## config.mk

```make
export PLATFORM = sky130hd
export DESIGN_NAME = pipeline_hazard_ctrl
export DESIGN_NICKNAME = d
export VERILOG_FILES = /design/src/rtl/pipeline_hazard_ctrl.sv
export SDC_FILE = /design/constraint.sdc
export NUM_CORES = 1
export LEC_CHECK = 0
export BUFFER_PORTS_ARGS = -buffer_cell sky130_fd_sc_hd__buf_2
export CORE_ASPECT_RATIO = 0.9
export CORE_UTILIZATION = 40
export CTS_CLUSTER_DIAMETER = 150
export DETAILED_ROUTE_END_ITERATION = 10
export GPL_ROUTABILITY_DRIVEN = 0
export GPL_TIMING_DRIVEN = 0
export PLACE_DENSITY = 0.91
export SLEW_MARGIN = 15
export SYNTH_ARGS = -nofsm -noshare
export SYNTH_HDL_FRONTEND = slang
export SYNTH_SLANG_ARGS = --single-unit
```

## constraint.sdc

```tcl
create_clock -name clk -period 2.4 [get_ports clk]
set_input_delay 0.36 -clock clk [delete_from_list [all_inputs] [get_ports clk]]
set_output_delay 0.36 -clock clk [all_outputs]
set_load 0.005 [all_outputs]
```

## src/rtl/pipeline_hazard_ctrl.sv

```systemverilog
// Stall/flush sequencer for a five-stage RISC-V pipeline: load-use bubbles, branch squash, data-memory wait with timeout.
// Optional stall-cycle counter is built only when HAZARD_PERF_CNT_EN is defined.
module pipeline_hazard_ctrl #(
    parameter int REG_ADDR_W  = 5,
    parameter int MEM_TIMEOUT = 16,
    parameter int CNT_W       = 32
) (
    input  logic                  clk,
    input  logic                  rst,
    input  logic [REG_ADDR_W-1:0] id_rs1,
    input  logic [REG_ADDR_W-1:0] id_rs2,
    input  logic                  id_uses_rs2,
    input  logic [REG_ADDR_W-1:0] ex_rd,
    input  logic                  ex_is_load,
    input  logic                  ex_br_taken,
    input  logic                  mem_req,
    input  logic                  mem_ack,
    output logic                  pc_en,
    output logic                  if_id_en,
    output logic                  id_ex_en,
    output logic                  ex_mem_en,
    output logic                  if_id_flush,
    output logic                  id_ex_flush,
    output logic                  ex_mem_flush,
    output logic                  mem_busy,
    output logic                  mem_err,
    output logic [CNT_W-1:0]      stall_cnt
);
    localparam int TW = $clog2(MEM_TIMEOUT + 1);

    typedef enum logic [1:0] {
        ST_RUN   = 2'd0,
        ST_WAIT  = 2'd1,
        ST_ABORT = 2'd2
    } state_t;

    state_t          state_r, state_nx_s;
    logic [TW-1:0]   tmo_r, tmo_nx_s, tmo_inc_s;
    logic            err_r, err_nx_s;
    logic            load_use_s, mem_stall_s, release_s;

    // Hazard detection terms
    always_comb begin
        load_use_s  = ex_is_load && (ex_rd != {REG_ADDR_W{1'b0}}) &&
                      ((ex_rd == id_rs1) || (id_uses_rs2 && (ex_rd == id_rs2)));
        mem_stall_s = mem_req && !mem_ack;
        tmo_inc_s   = tmo_r + TW'(1);
        // A WAIT released by ack behaves exactly like an unstalled RUN cycle
        release_s   = ((state_r == ST_RUN) && !mem_stall_s) ||
                      ((state_r == ST_WAIT) && mem_ack);
    end

    // Pipeline register enables and flushes, same-cycle from state and hazards
    always_comb begin
        pc_en        = 1'b0;
        if_id_en     = 1'b0;
        id_ex_en     = 1'b0;
        ex_mem_en    = 1'b0;
        if_id_flush  = 1'b0;
        id_ex_flush  = 1'b0;
        ex_mem_flush = 1'b0;
        if (rst) begin
            if_id_flush  = 1'b1;
            id_ex_flush  = 1'b1;
            ex_mem_flush = 1'b1;
        end else if (state_r == ST_ABORT) begin
            {pc_en, if_id_en, id_ex_en, ex_mem_en} = 4'b1111;
            ex_mem_flush = 1'b1;
        end else if (release_s) begin
            if (ex_br_taken) begin
                {pc_en, if_id_en, id_ex_en, ex_mem_en} = 4'b1111;
                if_id_flush = 1'b1;
                id_ex_flush = 1'b1;
            end else if (load_use_s) begin
                id_ex_en    = 1'b1;
                ex_mem_en   = 1'b1;
                id_ex_flush = 1'b1;
            end else begin
                {pc_en, if_id_en, id_ex_en, ex_mem_en} = 4'b1111;
            end
        end else begin
            pc_en = 1'b0;
        end
    end

    // Next-state, timeout counter and sticky error
    always_comb begin
        state_nx_s = state_r;
        tmo_nx_s   = tmo_r;
        err_nx_s   = err_r;
        case (state_r)
            ST_RUN: begin
                if (mem_stall_s) begin
                    state_nx_s = ST_WAIT;
                    tmo_nx_s   = TW'(1);
                end else begin
                    tmo_nx_s   = {TW{1'b0}};
                end
            end
            ST_WAIT: begin
                if (mem_ack) begin
                    state_nx_s = ST_RUN;
                    tmo_nx_s   = {TW{1'b0}};
                end else if (tmo_inc_s == TW'(MEM_TIMEOUT)) begin
                    state_nx_s = ST_ABORT;
                    tmo_nx_s   = {TW{1'b0}};
                    err_nx_s   = 1'b1;
                end else begin
                    tmo_nx_s   = tmo_inc_s;
                end
            end
            ST_ABORT: begin
                state_nx_s = ST_RUN;
                tmo_nx_s   = {TW{1'b0}};
            end
            default: begin
                state_nx_s = ST_RUN;
                tmo_nx_s   = {TW{1'b0}};
            end
        endcase
    end

    // State registers
    always_ff @(posedge clk) begin
        if (rst) begin
            state_r <= ST_RUN;
            tmo_r   <= {TW{1'b0}};
            err_r   <= 1'b0;
        end else begin
            state_r <= state_nx_s;
            tmo_r   <= tmo_nx_s;
            err_r   <= err_nx_s;
        end
    end

    assign mem_busy = (state_r == ST_WAIT) && !rst;
    assign mem_err  = err_r && !rst;

`ifdef HAZARD_PERF_CNT_EN
    logic [CNT_W-1:0] stall_cnt_r;

    // Saturating count of cycles with the PC frozen
    always_ff @(posedge clk) begin
        if (rst) begin
            stall_cnt_r <= {CNT_W{1'b0}};
        end else if (!pc_en && (stall_cnt_r != {CNT_W{1'b1}})) begin
            stall_cnt_r <= stall_cnt_r + CNT_W'(1);
        end else begin
            stall_cnt_r <= stall_cnt_r;
        end
    end

    assign stall_cnt = rst ? {CNT_W{1'b0}} : stall_cnt_r;
`else
    assign stall_cnt = {CNT_W{1'b0}};
`endif

endmodule
```

==> Word level (Yosys, flattened, before mapping) <==
Cells that the tools add are included.
{ "op_classes": {"addsub": 1, "eq_ne": 7, "muxes": 27, "n_bitwise": 1, "reduce_logical": 17} }
{ "ops": {"columns": ["operator", "n"], "rows": [
  ["2-to-1 mux 1 bit", 20],
  ["== test 5 bit", 2],
  ["2-to-1 mux 5 bit", 2],
  ["one-hot mux 5 bit (2 select lines)", 1],
  ["logical AND 1 bit", 8],
  ["2-to-1 mux 2 bit", 3],
  ["adder 5 x 1 -> 5 bit, second input constant", 1],
  ["== test 5 bit, second input constant", 1],
  ["nonzero test 5 bit", 1],
  ["one-hot mux 2 bit (2 select lines)", 1],
  ["zero test 1 bit", 3],
  ["!= test 3 x 2 -> 1 bit, second input constant", 1],
  ["AND reduction 3 bit", 1],
  ["== test 2 x 1 -> 1 bit, second input constant", 1],
  ["== test 2 bit, second input constant", 1],
  ["zero test 2 bit", 1],
  ["logical OR 1 bit", 2],
  ["!= test 2 bit, second input constant", 1],
  ["AND reduction 2 bit", 1],
  ["inverter 1 bit", 1]
]} }
{ "word_totals": {"regBits": 8, "out_inout_bits": 41} }

==> Longest topological paths before layout <==
{ "depth": {"word_depth": 9, "depth_mapped": 5} }

==> Worst setup path before layout <==
Ideal clock, no wire load.
{ "synth_path": {"path_type": "input to output", "startpoint": "input ex_rd[4]", "endpoint": "output pc_en", "t_arrival_ns": 1.357, "path_slack_ns": 0.683, "path_stages": 5, "n_path_buf": 1, "path_cell_list": "xor2_1 nor4_2 a32oi_1 o31a_1 buf_4"} }
{ "synth_via": {"elab_chain_len": 9} }
{ "synth_rtl": {"columns": ["item", "line_no", "source"], "rows": [
  ["from (decl)", "13", "input logic [REG_ADDR_W-1:0] ex_rd,"],
  ["== test 5 bit", "45", "((ex_rd == id_rs1) || (id_uses_rs2 && (ex_rd == id_rs2)));"],
  ["logical AND 1 bit", "45", null],
  ["logical OR 1 bit", "45", null],
  ["logical AND 1 bit (*)", "44", "load_use_s = ex_is_load && (ex_rd != {REG_ADDR_W{1'b0}}) &&"],
  ["2-to-1 mux 1 bit (*) (5 in a row)", null, null],
  ["to (decl)", "18", "output logic pc_en,"]
]} }
Mark *: on every way between the ends. The rest lies on a longest branch, timed or not.

==> Final worst setup path <==
{ "layout_path": {"startpoint": "input ex_rd[4]", "endpoint": "output pc_en"} }
{ "layout_via": {"elab_chain_len": 9} }
{ "layout_rtl": {"columns": ["item", "line_no", "source"], "rows": [
  ["== test 5 bit", "45", null],
  ["logical AND 1 bit", "45", null],
  ["logical OR 1 bit", "45", null],
  ["logical AND 1 bit (*)", "44", null],
  ["2-to-1 mux 1 bit (*)", "74", "end else if (load_use_s) begin"],
  ["2-to-1 mux 1 bit (*)", "70", "if (ex_br_taken) begin"],
  ["2-to-1 mux 1 bit (*)", "69", "end else if (release_s) begin"],
  ["2-to-1 mux 1 bit (*)", "66", "end else if (state_r == ST_ABORT) begin"],
  ["2-to-1 mux 1 bit (*)", "62", "if (rst) begin"]
]} }
Marks and branches as above.

==> flow_summary.json <==
{
  "cts_hold_buffers": 0,
  "overflow": 0,
  "drt_iter0_markers": 8,
  "crit_path_cell_trace": "buf_2, xor2_1, nor4_2, a32oi_1, o31a_1, buf_4, buf_2",
  "fill_cells": 166,
  "drc": 0,
  "power_density_nw_per_um2": 330,
  "ys_seq_elements": 8,
  "min_to": "tmo_r[0]",
  "reg2reg_depth": 4,
  "leakagePower_nw": 0.618,
  "die_y_um": 44.0,
  "status": "completed",
  "port-buffer-count": 30,
  "drv_slew": 0,
  "hold_ws_ns": 0.332,
  "clk_pin_slew_ns": 0.06,
  "power.total_uw": 365,
  "clock.fmax_mhz": 489,
  "maxCapViolCount": 0,
  "fin_worst_skew_ns": 0.00524,
  "synth_area_um2": 786,
  "core-area_um2": 1750,
  "cp-start-kind": "input pin",
  "grt_max_degree": 8,
  "tns_ns": 0,
  "grt_pass1_vias": 632,
  "drt-pass1-iter-count": 4,
  "multi_input_area_um2": 479,
  "cts-buffers-inserted": 3,
  "placementRows": 14,
  "hp-class": "in -> reg",
  "antenna_cells": 0,
  "dp_hpwl_mm": 1.51,
  "ctsResizeCount": 0,
  "grtUsageTotal_pct": 16.0,
  "arrival_ns": 1.69,
  "grt_pass1_wl_mm": 2.55,
  "crit_path_frequent_cell": "buf_2",
  "seq_area_um2": 160,
  "clk-insertion-delay-late_ns": 0.26,
  "synthCells": 96,
  "cp_slowest_cell": "o31a_1",
  "final_util_pct": 63.1,
  "fin_crit_ns": 2.05,
  "cp-end-kind": "primary output",
  "clockBufferDepth": 2,
  "area_delta_synth_final_pct": 40.6,
  "finalHoldViolCount": 0,
  "post-cts-setup-buffers": 0,
  "root_buffer": "clkbuf_4",
  "finalCritPeriodShare_pct": 85.3,
  "die_area_um2": 2150,
  "r2r-start": "state_r[0]",
  "ir_worst_vdd_mv": 0.239,
  "routed_wl_mm": 1.76,
  "fin_cells": 184,
  "ys_seq_area_share_pct": 20.4,
  "drive_gt1_share_pct": 43.1,
  "critPathMaxStageDelay_ns": 0.33,
  "antenna_found_initial": 0,
  "via_count": 734,
  "rsz0062_at_grt": "no",
  "viasPerCell": 3.99,
  "required_ns": 2.04,
  "cts_num_sinks": 8,
  "worst_hold_path.num_cells": 2,
  "synthDistinctLibCells": 29,
  "critPathMaxFanout": 3,
  "hold_start": "mem_ack",
  "start_util_pct": 44.9,
  "die_w_um": 48.7,
  "synth-warning-count": 0,
  "io_pins": 63,
  "ant_nets": 0,
  "avgSynthCellArea_um2": 8.18,
  "placedCellCount": 181,
  "wl_per_cell_um": 9.58,
  "cts_tree": "built",
  "layout.nets": 185,
  "htree_num_levels": 1,
  "r2r_end": "err_r",
  "r2r_slack_ns": 1.11,
  "setup_viol": 0,
  "critPathKind": "in -> out"
}
## power breakdown
group / switching [mW] / total (mW) / internal [mW] / leakage (nW)
clock network: 0.0492 / 0.107 / 0.0574 / 0.0138
registers: 0.00229 / 0.137 / 0.135 / 0.0648
logic: 0.0514 / 0.121 / 0.0696 / 0.539
## worst max path at each step
| stage | from | end | slack (ns) | cells after the start |
|---|---|---|---|---|
| detailed placement | ex_rd[4] | pc_en | 0.35 | 7 |
| finish | ex_rd[4] | pc_en | 0.35 | 7 |
| global placement | ex_rd[4] | pc_en | 0.43 | 7 |
| floorplan | ex_rd[4] | pc_en | 0.68 | 5 |
| CTS | ex_rd[4] | pc_en | 0.35 | 7 |
| global route | ex_rd[4] | pc_en | 0.24 | 7 |
## through the flow
stage | area (um2) | setup WS [ns]
after global routing | 1100 | 0.237
after CTS | 1100 | 0.351
after global placement | 1080 | 0.433
after detailed placement | 1080 | 0.352
after floorplan | 902 | 0.683
final | 1100 | 0.353
## critical path, delay by kind of cell
family / cells / cell delay, ns
buffers and inverters: 3 / 0.37
AND/OR/NAND/NOR: 1 / 0.28
AO/OA/AOI/OAI: 2 / 0.51
XOR/XNOR: 1 / 0.16
## registers in the layout, summed over array words and instances, names as in the netlist
register and count:
err_r 1, tmo_r 5, state_r 2
## cell families after synthesis
| kind of cell | Yosys count | share of synthesized area, % |
|---|---|---|
| adder cells (fa/ha/maj) | 1 | 1.59 |
| AO/OA/AOI/OAI | 10 | 9.08 |
| XOR/XNOR | 14 | 15.6 |
| other | 1 | 0.477 |
| multiplexers | 1 | 1.27 |
| AND/OR/NAND/NOR | 25 | 18.2 |
| buffers and inverters | 36 | 33.4 |
| flip-flops | 8 | 20.4 |
## Yosys cell counts
| cell type | instances | area [um2] |
|---|---|---|
| buf_4 | 34 | 255 |
| xor2_1 | 11 | 96.3 |
| dfxtp_1 | 8 | 160 |
| nor2_1 | 6 | 22.5 |
| nand2b_1 | 4 | 25.0 |
| nand3_1 | 3 | 15.0 |
| xnor2_1 | 3 | 26.3 |
| a21oi_1 | 2 | 10.0 |
| inv_1 | 2 | 7.51 |
| nand2_1 | 2 | 7.51 |
| o21bai_1 | 2 | 15.0 |
| or4_1 | 2 | 15.0 |
| a31oi_1 | 1 | 6.26 |
| a32oi_1 | 1 | 8.76 |
| and2_1 | 1 | 6.26 |
| and2b_1 | 1 | 7.51 |
| and3_1 | 1 | 6.26 |
| conb_1 | 1 | 3.75 |
| ha_1 | 1 | 12.5 |
| mux2i_1 | 1 | 10.0 |
| nor2b_1 | 1 | 6.26 |
| nor3_1 | 1 | 5.00 |
| nor3b_1 | 1 | 7.51 |
| nor4_1 | 1 | 6.26 |
| nor4_2 | 1 | 12.5 |
| o21ai_1 | 1 | 5.00 |
| o21ba_2 | 1 | 10.0 |
| o31a_1 | 1 | 8.76 |
| o31ai_1 | 1 | 7.51 |
## layout by cell type (no fill, tap or decap), drive strengths merged, types with 2 or more instances in the layout
master	Yosys	layout
dfxtp	8	8
nor4	2	2
conb	1	32
xor2	11	11
nand3	3	3
nor2	6	6
nand2	2	2
or4	2	2
a21oi	2	2
xnor2	3	3
nand2b	4	4
inv	2	2
o21bai	2	2
clkbuf	0	3
buf	34	64
## cell type report
class	instances	share of cell area (%)
Timing Repair Buffer	30	13.6
Inverter	2	0.680
Multi-Input combinational cell	83	43.4
Tap cell	24	2.72
Clock buffer	3	2.04
Sequential cell	8	14.5
Buffer	34	23.1
## metal layers
layer	GRT usage (%)	wire, um	vias up	share of wire, %
li1	-	-	381	-
met4	6.47	11	0	0.62
met1	12.8	672	321	38
met2	33.6	940	29	53
met3	7.22	138	3	7.8
met5	0	0	-	0
Note: power is estimated with default switching activity, not from simulation.
